**src/rtl/sync_fifo_pkg.sv**
```systemverilog
// Shared sizing helpers and default thresholds for the synchronous FIFO controller.
package sync_fifo_pkg;

  // Pointers carry one bit beyond the storage address to tell full from empty.
  localparam int unsigned PtrExtraBits        = 1;
  localparam int unsigned DefAddrWidth        = 4;
  localparam int unsigned DefDataWidth        = 16;
  localparam int unsigned DefAlmostFullMargin = 2;
  localparam int unsigned DefAlmostEmptyNum   = 2;

  function automatic int unsigned fifo_depth(input int unsigned addr_width);
    return 32'd1 << addr_width;
  endfunction

endpackage

```
**src/rtl/fifo_sdpram.sv**
```systemverilog
// Simple dual-port distributed RAM: synchronous write, asynchronous (combinational) read.
module fifo_sdpram
  import sync_fifo_pkg::*;
#(
  parameter int unsigned AddrWidth = DefAddrWidth,
  parameter int unsigned DataWidth = DefDataWidth
) (
  input  logic                 clk_i,
  input  logic                 we_i,
  input  logic [AddrWidth-1:0] waddr_i,
  input  logic [DataWidth-1:0] wdata_i,
  input  logic [AddrWidth-1:0] raddr_i,
  output logic [DataWidth-1:0] rdata_o
);

  localparam int unsigned Depth = fifo_depth(AddrWidth);

  // No reset: contents are meaningless until written, which keeps this mappable to LUT RAM.
  logic [DataWidth-1:0] mem_q [Depth];

  always_ff @(posedge clk_i) begin
    if (we_i) begin
      mem_q[waddr_i] <= wdata_i;
    end
  end

  assign rdata_o = mem_q[raddr_i];

endmodule

```
**src/rtl/sync_fifo_ctrl.sv**
```systemverilog
// Single-clock FIFO controller: pointer/count bookkeeping, registered flags and read register
// around a distributed RAM.
module sync_fifo_ctrl
  import sync_fifo_pkg::*;
#(
  parameter int unsigned ADDR_WIDTH       = DefAddrWidth,
  parameter int unsigned DATA_WIDTH       = DefDataWidth,
  parameter int unsigned ALMOST_FULL_NUM  = fifo_depth(ADDR_WIDTH) - DefAlmostFullMargin,
  parameter int unsigned ALMOST_EMPTY_NUM = DefAlmostEmptyNum
) (
  input  logic                  wr_clk,
  input  logic                  asyn_rst,
  input  logic                  wr_en,
  input  logic [DATA_WIDTH-1:0] wr_data,
  input  logic                  rd_en,
  output logic [DATA_WIDTH-1:0] rd_data,
  output logic                  full,
  output logic                  almost_full,
  output logic                  empty,
  output logic                  almost_empty,
  output logic [ADDR_WIDTH:0]   wr_water_level,
  output logic                  wr_err,
  output logic                  rd_err
);

  localparam int unsigned PtrWidth = ADDR_WIDTH + PtrExtraBits;
  localparam int unsigned Depth    = fifo_depth(ADDR_WIDTH);
  localparam logic [PtrWidth-1:0] DepthCount = PtrWidth'(Depth);

  logic [PtrWidth-1:0]   wr_ptr_q, wr_ptr_d;
  logic [PtrWidth-1:0]   rd_ptr_q, rd_ptr_d;
  logic [PtrWidth-1:0]   count_q, count_d;
  logic [DATA_WIDTH-1:0] rd_data_q, rd_data_d;
  logic                  full_q, full_d;
  logic                  almost_full_q, almost_full_d;
  logic                  empty_q, empty_d;
  logic                  almost_empty_q, almost_empty_d;
  logic                  wr_err_q, wr_err_d;
  logic                  rd_err_q, rd_err_d;
  logic                  wr_ok, rd_ok;
  logic [DATA_WIDTH-1:0] ram_rdata;

  fifo_sdpram #(
    .AddrWidth(ADDR_WIDTH),
    .DataWidth(DATA_WIDTH)
  ) u_ram (
    .clk_i  (wr_clk),
    .we_i   (wr_ok),
    .waddr_i(wr_ptr_q[ADDR_WIDTH-1:0]),
    .wdata_i(wr_data),
    .raddr_i(rd_ptr_q[ADDR_WIDTH-1:0]),
    .rdata_o(ram_rdata)
  );

  // Acceptance is judged on the registered flags, so a same-cycle read never frees a full slot.
  always_comb begin
    wr_ok          = wr_en & ~full_q;
    rd_ok          = rd_en & ~empty_q;
    wr_ptr_d       = wr_ptr_q + PtrWidth'(wr_ok);
    rd_ptr_d       = rd_ptr_q + PtrWidth'(rd_ok);
    count_d        = wr_ptr_d - rd_ptr_d;
    full_d         = (count_d == DepthCount);
    empty_d        = (count_d == '0);
    almost_full_d  = (32'(count_d) >= ALMOST_FULL_NUM);
    almost_empty_d = (32'(count_d) <= ALMOST_EMPTY_NUM);
    wr_err_d       = wr_en & full_q;
    rd_err_d       = rd_en & empty_q;
    rd_data_d      = rd_ok ? ram_rdata : rd_data_q;
  end

  always_ff @(posedge wr_clk or posedge asyn_rst) begin
    if (asyn_rst) begin
      wr_ptr_q       <= '0;
      rd_ptr_q       <= '0;
      count_q        <= '0;
      rd_data_q      <= '0;
      full_q         <= 1'b0;
      almost_full_q  <= 1'b0;
      empty_q        <= 1'b1;
      almost_empty_q <= 1'b1;
      wr_err_q       <= 1'b0;
      rd_err_q       <= 1'b0;
    end else begin
      wr_ptr_q       <= wr_ptr_d;
      rd_ptr_q       <= rd_ptr_d;
      count_q        <= count_d;
      rd_data_q      <= rd_data_d;
      full_q         <= full_d;
      almost_full_q  <= almost_full_d;
      empty_q        <= empty_d;
      almost_empty_q <= almost_empty_d;
      wr_err_q       <= wr_err_d;
      rd_err_q       <= rd_err_d;
    end
  end

  assign rd_data        = rd_data_q;
  assign full           = full_q;
  assign almost_full    = almost_full_q;
  assign empty          = empty_q;
  assign almost_empty   = almost_empty_q;
  assign wr_water_level = count_q;
  assign wr_err         = wr_err_q;
  assign rd_err         = rd_err_q;

endmodule
```
**config.mk**
```make
export PLATFORM = sky130hd
export DESIGN_NAME = sync_fifo_ctrl
export DESIGN_NICKNAME = d
export VERILOG_FILES = /design/src/rtl/sync_fifo_pkg.sv /design/src/rtl/fifo_sdpram.sv /design/src/rtl/sync_fifo_ctrl.sv
export SDC_FILE = /design/constraint.sdc
export NUM_CORES = 1
export LEC_CHECK = 0
export ABC_CLOCK_PERIOD_IN_PS = 3000
export CAP_MARGIN = 20
export CORE_ASPECT_RATIO = 0.6
export CORE_UTILIZATION = 40
export CTS_BUF_LIST = sky130_fd_sc_hd__clkbuf_4 sky130_fd_sc_hd__clkbuf_8
export CTS_CLUSTER_DIAMETER = 100
export CTS_CLUSTER_SIZE = 14
export DETAILED_ROUTE_END_ITERATION = 10
export PLACE_DENSITY = 0.7
export SLEW_MARGIN = 20
export SYNTH_ARGS = -nofsm -noshare
export SYNTH_HDL_FRONTEND = slang
export SYNTH_SLANG_ARGS = --single-unit
```
**constraint.sdc**
```tcl
create_clock -name wr_clk -period 3 [get_ports wr_clk]
set_clock_uncertainty 0.15 [all_clocks]
set_input_delay 0.6 -clock wr_clk [delete_from_list [all_inputs] [get_ports wr_clk]]
set_output_delay 0.6 -clock wr_clk [all_outputs]
set_load 0.005 [all_outputs]
```
# --- Yosys cells after proc, flatten, opt, wreduce, memory -nomap -nowiden ---
# Memory sizes are Yosys's and may differ from the RTL's. A register that Yosys moved wholly into a read port is not among the register bits.
# Cells that the tools add are included.
# Widths: inputs -> output; s select.
totals:
  ramBits: 256
  input_bits: 20
  out_inout_bits: 27
  memories: 1
  reg_bits: 21
classes:
  n_lt_le_gt_ge: 2
  bitwise: 6
  n_addsub: 3
  eq_ne: 1
  n_reduce_logical: 1
  mux: 2
memory_table:
  columns: ["name", "words", "word_bits", "read_ports", "rd_clocked_by_memory_dff", "wr", "line_no", "text"]
  rows:
  - ["u_ram.mem_q", 16, 16, 1, 1, 1, "fifo_sdpram.sv:19", "logic [DataWidth-1:0] mem_q [Depth];"]
op_table:
  columns: ["cell", "n"]
  rows:
  - ["$add 5x1->5", 2]
  - ["$eq 5x5->1 const B", 1]
  - ["$ge 5x4->1 const B", 1]
  - ["$le 5x2->1 const B", 1]
  - ["$logic_not 5->1", 1]
  - ["$sub 5x5->5", 1]
  - ["$and 1x1->1", 4]
  - ["$mux 1", 2]
  - ["$not 1->1", 2]

# --- Longest topological paths before layout ---
depth:
  depth_word: 5
  depth_mapped: 11
  mapped_depth_nobuf: 10

# --- Modules after synthesis ---
# A second synthesis with hierarchy kept.
unflattened:
  hier_cells: 524
  hier_area_um2: 11303.3
modules_own_cells:
  columns: ["mod", "area_each_um2", "cells_each", "instances"]
  rows:
  - ["fifo_sdpram", 9723.1, 416, 1]
  - ["sync_fifo_ctrl", 1580.3, 108, 1]

# --- Least setup slack after synthesis ---
# No wires, ideal clock.
synth_timing:
  path_kind: "input to register"
  startpoint: "in rd_en"
  endpoint: "reg almost_full_q (netlist: almost_full)"
  path_stages: 11
  t_required_ns: 2.730
  n_path_buf: 1
  setup_ns: 0.120
  setup_slack_ns: -0.137
  t_arrival_ns: 2.867
  path_cell_list: "nand2b_1 -> inv_1 -> clkbuf_1 -> ha_1 -> nand3_1 -> xor2_1 -> ha_1 -> inv_1 -> o311ai_2 -> xnor3_2 -> a31o_1"
synth_via:
  elab_chain_len: 4
synth_rtl:
  columns: ["item", "line_no", "text"]
  rows:
  - ["start: declaration", "sync_fifo_ctrl.sv:15", "input logic rd_en,"]
  - ["$and 1x1->1", "sync_fifo_ctrl.sv:58", "rd_ok = rd_en & ~empty_q;"]
  - ["$add 5x1->5", "sync_fifo_ctrl.sv:60", "rd_ptr_d = rd_ptr_q + PtrWidth'(rd_ok);"]
  - ["$sub 5x5->5", "sync_fifo_ctrl.sv:61", "count_d = wr_ptr_d - rd_ptr_d;"]
  - ["named net count_d[4]", "sync_fifo_ctrl.sv:32", "logic [PtrWidth-1:0] count_q, count_d;"]
  - ["$ge 5x4->1", "sync_fifo_ctrl.sv:64", "almost_full_d = (32'(count_d) >= ALMOST_FULL_NUM);"]
  - ["named net almost_full_d", "sync_fifo_ctrl.sv:35", "logic almost_full_q, almost_full_d;"]
  - ["end signal: assignment", "sync_fifo_ctrl.sv:89", "almost_full_q <= almost_full_d;"]
  - ["end: declaration", "sync_fifo_ctrl.sv:35", null]
# The timed path passes the listed nets, and every way through them passes these cells.

# --- Worst setup path in the final report ---
layout_timing:
  startpoint: "reg empty_q (netlist: empty)"
  endpoint: "reg almost_full_q (netlist: almost_full)"
layout_via:
  elab_chain_len: 5
layout_rtl:
  columns: ["item", "line_no", "text"]
  rows:
  - ["start: declaration", "sync_fifo_ctrl.sv:36", "logic empty_q, empty_d;"]
  - ["start signal: assignment", "sync_fifo_ctrl.sv:90", "empty_q <= empty_d;"]
  - ["$not 1->1", "sync_fifo_ctrl.sv:58", null]
  - ["$and 1x1->1", "sync_fifo_ctrl.sv:58", null]
  - ["$add 5x1->5", "sync_fifo_ctrl.sv:60", null]
  - ["named net rd_ptr_d[1]", "sync_fifo_ctrl.sv:31", "logic [PtrWidth-1:0] rd_ptr_q, rd_ptr_d;"]
  - ["$sub 5x5->5", "sync_fifo_ctrl.sv:61", null]
  - ["named net count_d[4]", "sync_fifo_ctrl.sv:32", null]
  - ["$ge 5x4->1", "sync_fifo_ctrl.sv:64", null]
  - ["named net almost_full_d", "sync_fifo_ctrl.sv:35", null]
# The timed path passes the listed nets, and every way through them passes these cells.

==> results by group <==
Synth
  – Ys Warns: 0
  – Mapped Nets: 635
  – Syn_area_per_cell: 18.7 um2
  – Top_reg_cell synth: edfxtp_1
  – Largest family of logic cells by synthesized area: multiplexers
  – Post-Synth XOR/XNOR Area: 1.19%
  – Simple-Gate Fraction of Synth Area: 3.51%
  – Post-synthesis sequential area ratio: 75.8%
  – Asr flop ratio synth: 12.6%
  – Yosys cell types: 38
  – Cell Area, Synth: 11400 um2
  – Post-synthesis compound-gate area fraction: 4.08%
  – Adder-Cell Fraction of Synth Area: 0.881%
  – Cells after synthesis: 607
  – FF+latch count, synth: 293
  – Post-synthesis mux area share: 13.2%
  – Post-synth EDFFs: 256

Worst setup path
  – Worst Setup EP: almost_full$_DFF_PP0_
  – Flop2flop setup slack: 0.14 ns
  – Top cell by count, worst path: ha_1
  – RR Endpoint: almost_full$_DFF_PP0_
  – Critical path class: register to register
  – CP max stage delay: 0.55 ns
  – Critical Path Fanout Max: 5
  – Crit end category: register
  – Critical path arrival: 3.17 ns
  – Crit. Startpoint: empty$_DFF_PP1_
  – Crit path max-delay cell type: dfstp_2
  – R2R cell count: 10
  – Type of origin of the critical path: register
  – Worst R2R Start: empty$_DFF_PP1_
  – Critical Path, Cell by Cell: nand2b_1, inv_1, ha_1, ha_1, xnor2_1, ha_1, a21oi_2, o311ai_2, xnor3_2, a31o_1
  – Required @ worst endpoint: 3.31 ns

Timing
  – Final Max Slew Viols: 0
  – Slew headroom: 36.7%
  – Final setup viols: 0
  – RSZ-0062 raised after global routing: false
  – Min cycle time layout: 2.86 ns
  – Final Hold Slack: 0.270 ns
  – Fmax: 350 MHz
  – Endpoints failing hold: 0
  – Crit share post-route: 95.3%
  – Slew @ Worst Pin: 0.943 ns

Placement
  – Final GP Congestion: 0.791
  – DPL Wire Length: 15300 um
  – Port bufs: 46
  – Placement Cell Area: 12600 um2

Power and ir drop
  – Combinational share of power: 37.5%
  – Sw frac: 32.6%
  – Peak supply drop: 0.000704 V
  – Sw Pwr: 3940 uW
  – Clock network fraction of design power: 18.4%
  – Seq pwr share: 44.1%
  – Leak pwr: 0.00446 uW
  – P_int: 8150 uW
  – Power per cell area: 922 nW/um2

Clocking
  – CTS Buffer Depth: 3
  – Clk sink count: 293
  – Cts hold-fix bufs: 0
  – CTS H-tree depth: 1
  – Clock transition at path regs: 0.10 ns
  – CTS tree: built
  – Number of buffers created by CTS: 24
  – Root buffer cell: clkbuf_8
  – Setup Buffers After CTS: 0
  – Clk Latency, worst-skew pair: 0.58 ns

Die
  – Die area: 29100 um2
  – # IOs: 47
  – Initial Util: 41.0%
  – Area of the core: 27800 um2
  – Die Ht: 133 um
  – FP Rows: 47
  – Die Span X: 220 um

Global route
  – Number of global-route vias before repair: 6008
  – Largest net degree at the start of global routing: 91
  – Gr busiest metal: met2
  – First-pass GRT wire length: 36800 um
  – Met3 usage: 3.49%
  – Met2 usage: 26.3%
  – GRT met1 Usage: 25.9%
  – GR Util All Layers: 17.2%
  – Initial antenna violation count: 1
  – Grt total ovfl: 0

Min path
  – Worst min-delay path class: primary input to async pin

Route
  – 1st-pass router iterations: 8
  – Vias: 5846
  – DRT iter0 DRCs: 594
  – Antenna-violating nets left: 0
  – DR vias/cell: 5.38
  – WL/cell: 22.5 um
  – Post-Route WL: 24400 um
  – DR DRC count: 4

Flow run
  – Max-cap violations: 0

Run status
  – Status: finished with violations
  – Failing checks: DRC

Layout
  – Layout cells sized above 1: 23.4%
  – Final instance area: 13100 um2
  – Nets: 731
  – Area Growth Syn to Fin: 15.3%
  – Fill count: 2310
## state kept, by name, summed over array words and instances (netlist names)
register	cells
wr_water_level	5
almost_empty	1
empty	1
almost_full	1
full	1
wr_err	1
rd_ptr_q	5
rd_data	16
wr_ptr_q	5
u_ram.mem_q	256
rd_err	1
## kinds of logic (layout without fill, tap and decap cells)
| kind of cell | count (synthesis) | in the layout |
|---|---|---|
| xor+xnor | 12 | 12 |
| compound gates | 68 | 68 |
| flops | 293 | 293 |
| simple gates | 89 | 89 |
| mux | 100 | 100 |
| fa+ha+maj | 8 | 8 |
| buf+inv | 37 | 149 |
| other cells | 0 | 1 |
## per-stage QoR
step / setup TNS, ns / utilization [%] / setup slack, ns / total power (uW) / std cells
floorplan: -0.0175 / - / -0.0175 / 8280 / 607
global placement: -1.78 / 45.5 / -0.411 / 9780 / 1044
detailed placement: -2.40 / 45.5 / -0.523 / 9970 / 1044
CTS: 0 / 47.2 / 0.0221 / 12200 / 1086
global route: 0 / 47.2 / 0.0134 / 12700 / 1086
finish: 0 / 47.2 / 0.142 / 12100 / 1087
## power by group through the flow
stage	clock (uW)	combinational (uW)	sequential (uW)
2_1_floorplan	0	2940	5330
3_3_place_gp	0	4390	5390
3_5_place_dp	0	4540	5420
4_1_cts	2270	4560	5340
5_1_grt	2430	4900	5380
6_report	2220	4540	5330
## area by class of cell
| type | instances | area (um2) | area share [%] |
|---|---|---|---|
| antenna | 1 | 2.50 | 0.0191 |
| clock buffer | 41 | 458 | 3.49 |
| clock inverter | 1 | 8.76 | 0.0668 |
| inverter | 11 | 41.3 | 0.315 |
| multi-input combinational | 277 | 2630 | 20.1 |
| sequential | 293 | 8620 | 65.8 |
| tap | 367 | 459 | 3.50 |
| timing repair buffer | 96 | 886 | 6.76 |
## metal layers
layer  vias to the layer above  wire, um
li1                       2577         -
met1                      3027     11300
met2                       209     11100
met3                        33      1710
met4                         0       310
met5                         -         0
## worst min path at each step
stage | start | cells past startpoint | slack (ns) | endpoint
floorplan | wr_ptr_q[4]$_DFF_PP0_ | 1 | 0.29 | wr_ptr_q[4]$_DFF_PP0_
global placement | wr_ptr_q[4]$_DFF_PP0_ | 1 | 0.32 | wr_ptr_q[4]$_DFF_PP0_
detailed placement | wr_ptr_q[4]$_DFF_PP0_ | 1 | 0.36 | wr_ptr_q[4]$_DFF_PP0_
CTS | asyn_rst | 2 | 0.27 | rd_data[9]$_DFFE_PP0N_
global route | asyn_rst | 2 | 0.31 | rd_data[12]$_DFFE_PP0N_
finish | asyn_rst | 2 | 0.27 | rd_data[12]$_DFFE_PP0N_
## cells in the mapped netlist (all sizes together), types with 6 or more instances
cell	instances	share of area (%)
a21oi	8	0.35
xnor2	8	0.68
o211ai	10	0.66
a31oi	6	0.33
nand2	36	1.2
buf	14	0.57
clkbuf	12	0.40
mux4	38	7.5
ha	8	0.88
a22oi	20	1.3
o21ai	16	0.70
nand3	6	0.26
dfrtp	35	7.7
edfxtp	256	68
nor3	6	0.26
mux2i	42	3.7
mux2	20	2.0
inv	11	0.36
nor2	25	0.85
## critical path: cells and delay by family (launching register included)
kind	cells	cell delay [ns]
adders and majority gates	3	0.73
DFF	1	0.55
AOI/OAI and AO/OA	3	0.54
xor gates and xnor gates	2	0.53
and+or+nand+nor	1	0.17
buffers and inverters	1	0.08
## placed cells by master, fill, tap and decap left out, types with 8 or more instances in the layout
cell type,synthesis,layout
nand2_1,36,36
ha_1,8,8
o21ai_0,16,16
mux2i_1,42,42
mux4_2,38,38
clkbuf_8,0,24
nor2_1,24,24
dfrtp_1,35,33
clkdlybuf4s50_1,0,46
o211ai_1,10,10
edfxtp_1,256,256
a22oi_1,20,20
inv_1,11,10
mux2_2,20,20
clkbuf_4,0,17
buf_4,0,46
## repair_timing
action / in CTS / in global routing
gates resized for setup: 0 / 1
hold endpoints to repair: 0 / 0
setup endpoints to repair: 0 / 4
Power figures use the tool's default switching activity.
